--- src/rtl/fetch_unit_pkg.sv ---
// Shared definitions for the fetch path: memory command encodings and the
// fetch FSM state type. Also used by the CPU core.
package fetch_unit_pkg;

  // Memory command bus encodings.
  typedef logic [1:0] mem_cmd_t;
  localparam mem_cmd_t MNONE  = 2'b00;
  localparam mem_cmd_t MWRITE = 2'b01;
  localparam mem_cmd_t MREAD  = 2'b10;

  // Fetch FSM state encodings, kept as plain constants for legacy code.
  typedef logic [1:0] fetch_state_t;
  localparam fetch_state_t ST_FETCH = 2'd0;
  localparam fetch_state_t ST_STALL = 2'd1;
  localparam fetch_state_t ST_HALT  = 2'd2;

endpackage

--- src/rtl/fetch_queue.sv ---
// Prefetch queue: a power-of-two circular buffer with an occupancy count.
// Pushes to a full queue and pops from an empty queue are ignored; flush
// empties the queue and wins over a same-cycle push or pop.
module fetch_queue #(
  parameter int WIDTH = 25,
  parameter int DEPTH = 2,
  localparam int PTR_W = $clog2(DEPTH),
  localparam int CNT_W = PTR_W + 1
) (
  input  logic             clk,
  input  logic             reset,
  input  logic             flush,
  input  logic             push,
  input  logic [WIDTH-1:0] push_data,
  input  logic             pop,
  output logic [WIDTH-1:0] head_data,
  output logic             full,
  output logic             empty,
  output logic [CNT_W-1:0] count
);

  logic [WIDTH-1:0] mem [DEPTH];
  logic [PTR_W-1:0] wr_ptr;
  logic [PTR_W-1:0] rd_ptr;
  logic             do_push;
  logic             do_pop;

  assign full      = (count == CNT_W'(DEPTH));
  assign empty     = (count == '0);
  assign do_push   = push && !full;
  assign do_pop    = pop && !empty;
  assign head_data = mem[rd_ptr];

  // Pointer and occupancy update; pointers wrap naturally since DEPTH is 2^n.
  always_ff @(posedge clk or negedge reset) begin
    if (!reset) begin
      wr_ptr <= '0;
      rd_ptr <= '0;
      count  <= '0;
    end else if (flush) begin
      wr_ptr <= '0;
      rd_ptr <= '0;
      count  <= '0;
    end else begin
      if (do_push) wr_ptr <= wr_ptr + 1'b1;
      if (do_pop)  rd_ptr <= rd_ptr + 1'b1;
      case ({do_push, do_pop})
        2'b10:   count <= count + 1'b1;
        2'b01:   count <= count - 1'b1;
        default: count <= count;
      endcase
    end
  end

  // Entry storage.
  // NOTE: the data array has no reset; the count decides which entries are
  // meaningful, so clearing the payload would only add reset fan-out.
  always_ff @(posedge clk) begin
    if (do_push && !flush) mem[wr_ptr] <= push_data;
  end

endmodule

--- src/rtl/fetch_unit.sv ---
// Instruction fetch unit: issues sequential reads to instruction memory,
// buffers {pc, instruction} pairs in a small prefetch queue, and supports
// redirect (flush and restart) and halt (stop fetching, keep draining).
module fetch_unit
  import fetch_unit_pkg::*;
#(
  parameter int          ADDR_W   = 9,
  parameter int          INSTR_W  = 16,
  parameter int          QDEPTH   = 2,
  parameter int unsigned RESET_PC = 0
) (
  input  logic               clk,
  input  logic               reset,
  output logic [1:0]         mem_cmd,
  output logic [ADDR_W-1:0]  mem_addr,
  input  logic [INSTR_W-1:0] mem_rdata,
  input  logic               mem_ready,
  output logic               ir_valid,
  output logic [INSTR_W-1:0] ir_data,
  output logic [ADDR_W-1:0]  ir_pc,
  input  logic               ir_ready,
  input  logic               redirect,
  input  logic [ADDR_W-1:0]  redirect_pc,
  input  logic               halt,
  output logic               halted
);

  localparam int CNT_W = $clog2(QDEPTH) + 1;
  localparam int ENT_W = ADDR_W + INSTR_W;

  fetch_state_t      state;
  fetch_state_t      state_nxt;
  logic [ADDR_W-1:0] fetch_pc;

  logic              q_full;
  logic              q_empty;
  logic [CNT_W-1:0]  q_count;
  logic [ENT_W-1:0]  q_head;

  logic              take_redirect;
  logic              read_done;
  logic              push;
  logic              pop;
  logic              fills;

  // Redirect is ignored once halted; it overrides any push or pop this cycle.
  assign take_redirect = redirect && (state != ST_HALT);
  assign read_done     = (state == ST_FETCH) && mem_ready;
  assign push          = read_done && !take_redirect && !q_full;
  assign pop           = !q_empty && ir_ready && !take_redirect;
  assign fills         = push && !pop && (q_count == CNT_W'(QDEPTH - 1));

  // Next-state selection; redirect first, then halt, then queue pressure.
  // NOTE: state_nxt gets a default before any branch so no path leaves it
  // unassigned, which would otherwise infer a latch.
  always_comb begin
    state_nxt = state;
    if (take_redirect) begin
      state_nxt = halt ? ST_HALT : ST_FETCH;
    end else begin
      case (state)
        ST_FETCH: begin
          // A held read must complete before halting.
          if (read_done && halt) state_nxt = ST_HALT;
          else if (fills)        state_nxt = ST_STALL;
        end
        ST_STALL: begin
          if (halt)     state_nxt = ST_HALT;
          else if (pop) state_nxt = ST_FETCH;
        end
        ST_HALT:  state_nxt = ST_HALT;
        default:  state_nxt = ST_FETCH;
      endcase
    end
  end

  // FSM state and fetch address registers.
  // NOTE: sequential state uses non-blocking assignments so every register
  // samples pre-edge values regardless of block ordering.
  always_ff @(posedge clk or negedge reset) begin
    if (!reset) begin
      state    <= ST_FETCH;
      fetch_pc <= ADDR_W'(RESET_PC);
    end else begin
      state <= state_nxt;
      if (take_redirect) fetch_pc <= redirect_pc;
      else if (push)     fetch_pc <= fetch_pc + 1'b1;
    end
  end

  // The state register already reads FETCH during reset, so the command is
  // gated by reset to keep the bus idle until reset releases.
  assign mem_cmd  = (reset && (state == ST_FETCH)) ? MREAD : MNONE;
  assign mem_addr = fetch_pc;
  assign halted   = (state == ST_HALT);
  assign ir_valid = !q_empty;
  assign ir_pc    = q_head[ENT_W-1:INSTR_W];
  assign ir_data  = q_head[INSTR_W-1:0];

  fetch_queue #(
    .WIDTH (ENT_W),
    .DEPTH (QDEPTH)
  ) u_queue (
    .clk       (clk),
    .reset     (reset),
    .flush     (take_redirect),
    .push      (push),
    .push_data ({fetch_pc, mem_rdata}),
    .pop       (pop),
    .head_data (q_head),
    .full      (q_full),
    .empty     (q_empty),
    .count     (q_count)
  );

endmodule

--- config.mk ---
export PLATFORM = sky130hd
export DESIGN_NAME = fetch_unit
export DESIGN_NICKNAME = d
export VERILOG_FILES = /design/src/rtl/fetch_unit_pkg.sv /design/src/rtl/fetch_queue.sv /design/src/rtl/fetch_unit.sv
export SDC_FILE = /design/constraint.sdc
export NUM_CORES = 1
export LEC_CHECK = 0
export ABC_AREA = 1
export CAP_MARGIN = 10
export CORE_ASPECT_RATIO = 1.25
export CORE_MARGIN = 3
export CORE_UTILIZATION = 30
export CTS_BUF_LIST = sky130_fd_sc_hd__clkbuf_16
export DETAILED_ROUTE_END_ITERATION = 8
export MAX_ROUTING_LAYER = met4
export SLEW_MARGIN = 20
export SYNTH_ARGS = -nofsm -noshare
export SYNTH_HDL_FRONTEND = slang
export SYNTH_SLANG_ARGS = --single-unit
export TNS_END_PERCENT = 30
--- constraint.sdc ---
create_clock -name clk -period 3.1 [get_ports clk]
set_clock_uncertainty 0.2 [all_clocks]
set_input_delay 0.31 -clock clk [delete_from_list [all_inputs] [get_ports clk]]
set_output_delay 0.31 -clock clk [all_outputs]
set_load 0.05 [all_outputs]
# After elaboration in Yosys (flattened, before gate mapping)
# Memory sizes are Yosys's and may differ from the RTL's.
# Cells that the tools add are included.
[totals]
regBits = 15
ramBits = 50
inputBits = 31
out_inout_bits = 38
word_cells = 62
n_memories = 1
[mem_list]
columns = ["memory", "depth", "width", "read_ports", "rd_ports_with_merged_regs", "wr", "line", "rtl"]
rows = [
  ["u_queue.mem", 2, 25, 1, 0, 1, "fetch_queue.sv:22", "logic [WIDTH-1:0] mem [DEPTH];"],
]
[op_classes]
n_addsub = 5
eq_ne = 9
n_mux = 18
reduce_logical = 24
[op_table]
columns = ["cell", "n"]
rows = [
  ["$mux 9", 2],
  ["$mux 2", 8],
  ["$logic_and 1x1->1", 13],
  ["$add 9x1->9 const B", 1],
  ["$eq 2x1->1 const B", 3],
  ["$eq 2x2->1 const B", 3],
  ["$mux 1", 6],
  ["$pmux 2 s3", 1],
  ["$reduce_bool 2->1", 3],
  ["$logic_not 1->1", 4],
  ["$logic_not 2->1", 2],
  ["$ne 4x2->1 const B", 1],
  ["$ne 4x3->1 const B", 1],
  ["$pmux 2 s2", 1],
  ["$reduce_bool 3->1", 1],
  ["$add 1x1->1 const B", 2],
  ["$add 2x1->2 const B", 1],
  ["$ne 2x2->1 const B", 1],
  ["$reduce_and 2->1", 1],
  ["$sub 2x1->2 const B", 1],
]

# Logic depth before layout (Yosys ltp)
[logic_depth]
word_depth = 11
ltp_mapped = 10
ltp_nobuf = 10

# Cells and area by module
# A second synthesis with hierarchy kept.
[hier_totals]
hier_cells = 302
hier_area_um2 = 2915.3
[by_module_without_submodules]
columns = ["mod", "n_inst", "cells_per_inst", "area_per_inst_um2", "seq_area_each_um2"]
rows = [
  ["fetch_queue", 1, 167, 2064.5, 1601.5],
  ["fetch_unit", 1, 135, 850.8, 275.3],
]

# Worst setup path before layout
# No wires, ideal clock.
[synth_timing]
path_type = "reg-to-reg"
from = "reg u_queue.count[0]"
to = "mem u_queue.mem[0][0], enable pin"
setup_time_ns = 0.408
arrival_ns = 2.037
t_required_ns = 2.492
setup_slack_ns = 0.455
stages_incl_launch_ff = 6
n_path_buf = 0
synth_period_minus_slack_ns = 2.645
cell_sequence = "dfrtp_1 > inv_1 > ha_1 > nor2_1 > nand3_2 > nor2_1"
[synth_between]
elab_chain_cells = 7
[synth_lines]
columns = ["element", "line", "rtl"]
rows = [
  ["start: declaration", "fetch_queue.sv:19", "output logic [CNT_W-1:0] count"],
  ["start signal: assignment", "fetch_queue.sv:48", "2'b10: count <= count + 1'b1;"],
  ["start signal: assignment", "fetch_queue.sv:49", "2'b01: count <= count - 1'b1;"],
  ["start signal: assignment", "fetch_queue.sv:50", "default: count <= count;"],
  ["$eq 2x2->1 *", "fetch_queue.sv:28", "assign full = (count == CNT_W'(DEPTH));"],
  ["$logic_not 1->1 *", "fetch_queue.sv:30, fetch_unit.sv:49", ""],
  ["$logic_and 1x1->1", "fetch_unit.sv:49", "assign push = read_done && !take_redirect && !q_full;"],
  ["$logic_and 1x1->1 *", "fetch_queue.sv:30", "assign do_push = push && !full;"],
  ["$logic_and 1x1->1 *", "fetch_queue.sv:59", "if (do_push && !flush) mem[wr_ptr] <= push_data;"],
  ["$mux 1 *", "fetch_queue.sv:59", ""],
  ["$mux 1 (not written as such) *", "fetch_queue.sv:59", ""],
  ["end: declaration", "fetch_queue.sv:22", ""],
]
# Mark *: on every way between the ends. The rest lies on a longest branch, timed or not.

# Final worst setup path
[layout_timing]
from = "reg u_queue.rd_ptr"
to = "out ir_data[2]"
[layout_between]
elab_chain_cells = 1
[layout_lines]
columns = ["element", "line", "rtl"]
rows = [
  ["start: declaration", "fetch_queue.sv:24", "logic [PTR_W-1:0] rd_ptr;"],
  ["start signal: assignment", "fetch_queue.sv:46", "if (do_pop) rd_ptr <= rd_ptr + 1'b1;"],
  ["$mem_v2 2x25", "--", ""],
  ["end: declaration", "fetch_unit.sv:19", "output logic [INSTR_W-1:0] ir_data,"],
]
# Every way passes these cells.

==> results.txt <==
Maximum buffer depth of the clock tree -> 2
Number of hold buffers added after cts -> 0
Share of cells above drive strength 1 -> 0.185
Type of the worst setup path -> register to output pin
Average wire per cell in the routed design -> 12.9 µm
Post-route cell area -> 3970 µm²
Max-cap check violation count -> 0
Post-detailed-route count of antenna-violating nets -> 0
Cell area reported after detailed placement -> 3680 µm²
Non-filler instance count after layout -> 448
Logic depth of the worst register-to-register path -> 6
Cell at the root of the clock tree -> sky130_fd_sc_hd__clkbuf_16
Setup slack of the worst register-to-register path -> 0.82 ns
Arrival time at the worst endpoint -> 2.11 ns
Sort of element at the end of the critical path -> output pin
FF-to-FF Start -> u_queue.count[0]
Setup repair after global routing missed its margin -> no
Switching fraction of total power -> 0.293
Final Slew Violations -> 0
I/O pin cnt -> 69
Total net switching power -> 0.760 mW
CTS tree -> yes
Post-CTS setup buffer count -> 0
Synth area leader -> sky130_fd_sc_hd__edfxtp_1
Clk pwr share -> 0.367
Final routed wirelength across all metal layers -> 5780 µm
Power density cells -> 654 nW/µm²
Number of global-route vias before repair -> 1969
Violation count after the first detailed-routing iteration -> 110
Drt drc -> 0
Number of nets at the end of the flow -> 355
Via count -> 1977
Met2 Usage GRT -> 0.193
Total power -> 2.60 mW
Clk Latency, worst-skew pair -> 0.32 ns
Worst relative slew slack -> 0.663
Number of buffer cells added on primary ports -> 67
Worst hold slack after final layout -> 0.104 ns
Core Rows -> 39
Leading post-synthesis cells by cell area -> sky130_fd_sc_hd__edfxtp_1 (53%), sky130_fd_sc_hd__dfrtp_1 (13%), sky130_fd_sc_hd__mux2_2 (9.9%), sky130_fd_sc_hd__nand2_1 (8.2%), sky130_fd_sc_hd__nand3_1 (3.2%)
Min Clock Period, post-route -> 2.62 ns
Yosys cell types -> 23
Wire length of the first global-routing pass -> 9470 µm
End-of-flow core utilization -> 0.430
Critical Path Start Type -> register
Total nets after synthesis -> 277
DIE AREA -> 10700 µm²
Clock slew seen by the registers of the worst setup and hold paths -> 0.05 ns
Measured slew at the worst slew-check pin -> 0.505 ns
Endpoint of the lowest-slack register-to-register path -> u_queue.mem[1][12]
Most crowded layer after global routing -> met2
Required time of the critical path -> 2.59 ns
Outcome -> completed
Highest net fanout along the worst path -> 25
Starting density of the core -> 0.309
Ordered list of cells on the worst path -> buf_4, mux2_2, clkdlybuf4s50_1
Peak supply drop -> 0.342 mV
Mapped Avg Cell Area -> 11.8 µm²
Max Clk Rate -> 382 MHz
Tot GR Track Use -> 0.120
Setup ws final -> 0.483 ns
Fraction of the yosys area taken by sequential cells -> 0.658
YS warnings -> 0
Global routing met1 resource utilization -> 0.135
Number of buffers created by CTS -> 9
Depth of the CTS H-tree -> 3
Internal Dissipation -> 1.84 mW
CP peak stage delay -> 0.70 ns
Maximum number of pins on one net before global-route repair -> 26
Final setup violating endpoints -> 0
Number of cells in the design after placement -> 432
CTS Sinks -> 65
Hold Vio Cnt, Final -> 0
Half-perimeter wire length of the detailed placement result -> 4060 µm
Setup TNS after final layout -> 0 ns
Post-DR vias/cell -> 4.41
Leakage power figure -> 1.60 nW
Met3 Resource Use GR -> 0.0419
Synthesized instance count -> 242
Antenna violations before repair -> 0
Min-Delay Path Class -> input port to async pin
Overall die height -> 115 µm
Share of the synthesized area in the top cell type -> 0.526
Combinational share of power -> 0.258
Post-placement worst setup slack -> 0.655 ns
Combined area of all synthesized cells -> 2850 µm²
Part of the total power dissipated in sequential elements -> 0.375
Number of cells upsized or downsized after cts -> 0
Last weighted congestion value of the routability-driven placer -> 0.833
Router iterations before antenna repair -> 5
Antenna diode instance count -> 0
Synthesized flop and latch total -> 65
Library cell contributing the largest single delay on the critical path -> sky130_fd_sc_hd__clkdlybuf4s50_1
Core area -> 9220 µm²
Total global routing overflow -> 0
Die boundary width -> 93.2 µm
Final critical-path share of the clock period -> 0.844
Syn-to-layout area delta -> 39.1%
-- metal layers --
metal	share of wire	up-vias	wire, µm
li1	-	978	-
met1	0.40	927	2330
met2	0.50	60	2910
met3	0.071	12	409
met4	0.022	0	126
met5	0	-	0
-- power groups by stage --
| stage | sequential (mW) | combinational, mW | clock, mW |
|---|---|---|---|
| after floorplan | 0.984 | 0.480 | 0 |
| after global placement | 0.989 | 0.680 | 0 |
| after detailed placement | 0.990 | 0.680 | 0 |
| after CTS | 0.973 | 0.683 | 0.978 |
| after global routing | 0.976 | 0.723 | 1.03 |
| final | 0.973 | 0.671 | 0.953 |
-- cell families (layout without fill, tap and decap cells) --
logic type / Yosys count / in the layout / synth area share
AO/OA/AOI/OAI: 13 / 13 / 0.0245
multiplexers: 25 / 25 / 0.0986
adder cells (fa/ha/maj): 4 / 4 / 0.0175
buffers and inverters: 27 / 110 / 0.0412
AND/OR/NAND/NOR: 107 / 107 / 0.159
other: 1 / 1 / 0.00131
flip-flops: 65 / 65 / 0.658
-- layout by cell type (no fill, tap or decap), types with 2 or more instances in the layout --
master and instances:
sky130_fd_sc_hd__inv_1 18, sky130_fd_sc_hd__o21bai_1 2, sky130_fd_sc_hd__dfrtp_1 15, sky130_fd_sc_hd__inv_2 3
sky130_fd_sc_hd__ha_1 4, sky130_fd_sc_hd__nor2_2 3, sky130_fd_sc_hd__edfxtp_1 50, sky130_fd_sc_hd__clkinvlp_4 2
sky130_fd_sc_hd__clkdlybuf4s50_1 64, sky130_fd_sc_hd__o21ai_0 5, sky130_fd_sc_hd__nand2_2 5, sky130_fd_sc_hd__mux2_2 25
sky130_fd_sc_hd__a21oi_1 5, sky130_fd_sc_hd__nand3_1 18, sky130_fd_sc_hd__nand2_1 62, sky130_fd_sc_hd__nor2_1 15
sky130_fd_sc_hd__buf_4 9, sky130_fd_sc_hd__clkbuf_16 9, sky130_fd_sc_hd__clkinv_1 3
-- how the worst max path moves through the flow --
stage	startpoint	endpoint	slack, ns	cells after the start
after floorplan	u_queue.count[0]	u_queue.mem[0][0]	0.46	5
after global placement	mem_ready	u_queue.mem[1][11]	0.69	6
after detailed placement	mem_ready	u_queue.mem[1][11]	0.66	6
after CTS	u_queue.rd_ptr	ir_data[2]	0.43	3
after global routing	u_queue.rd_ptr	ir_pc[3]	0.38	3
final	u_queue.rd_ptr	ir_data[2]	0.48	3
-- critical path, delay by kind of cell, from the launching register on --
family / cells / cell delay [ns]
buf+inv: 2 / 1.04
mux: 1 / 0.39
flops: 1 / 0.35
-- registers in the layout, summed over array words and instances (netlist names) --
register,cells
u_queue.mem,50
mem_addr,9
state,2
u_queue.count,2
u_queue.rd_ptr,1
u_queue.wr_ptr,1
-- synth_stat cells, drive strengths merged --
cell type and n:
or2 2, dfrtp 15, inv 21, nor2 18, o21bai 2, edfxtp 50, conb 1, nand2 67
ha 4, o21ai 6, a21oi 5, nor3b 1, mux2 25, nand3 19, buf 6
-- area by class of cell --
cell class / instances / area (µm²)
tap: 123 / 154
timing repair buffer: 73 / 708
multi-input combinational: 150 / 865
sequential: 65 / 1880
inverter: 21 / 78.8
clock inverter: 7 / 61.3
fill: 853 / 5250
clock buffer: 9 / 225
No activity file was read; power rests on OpenSTA's default activity.
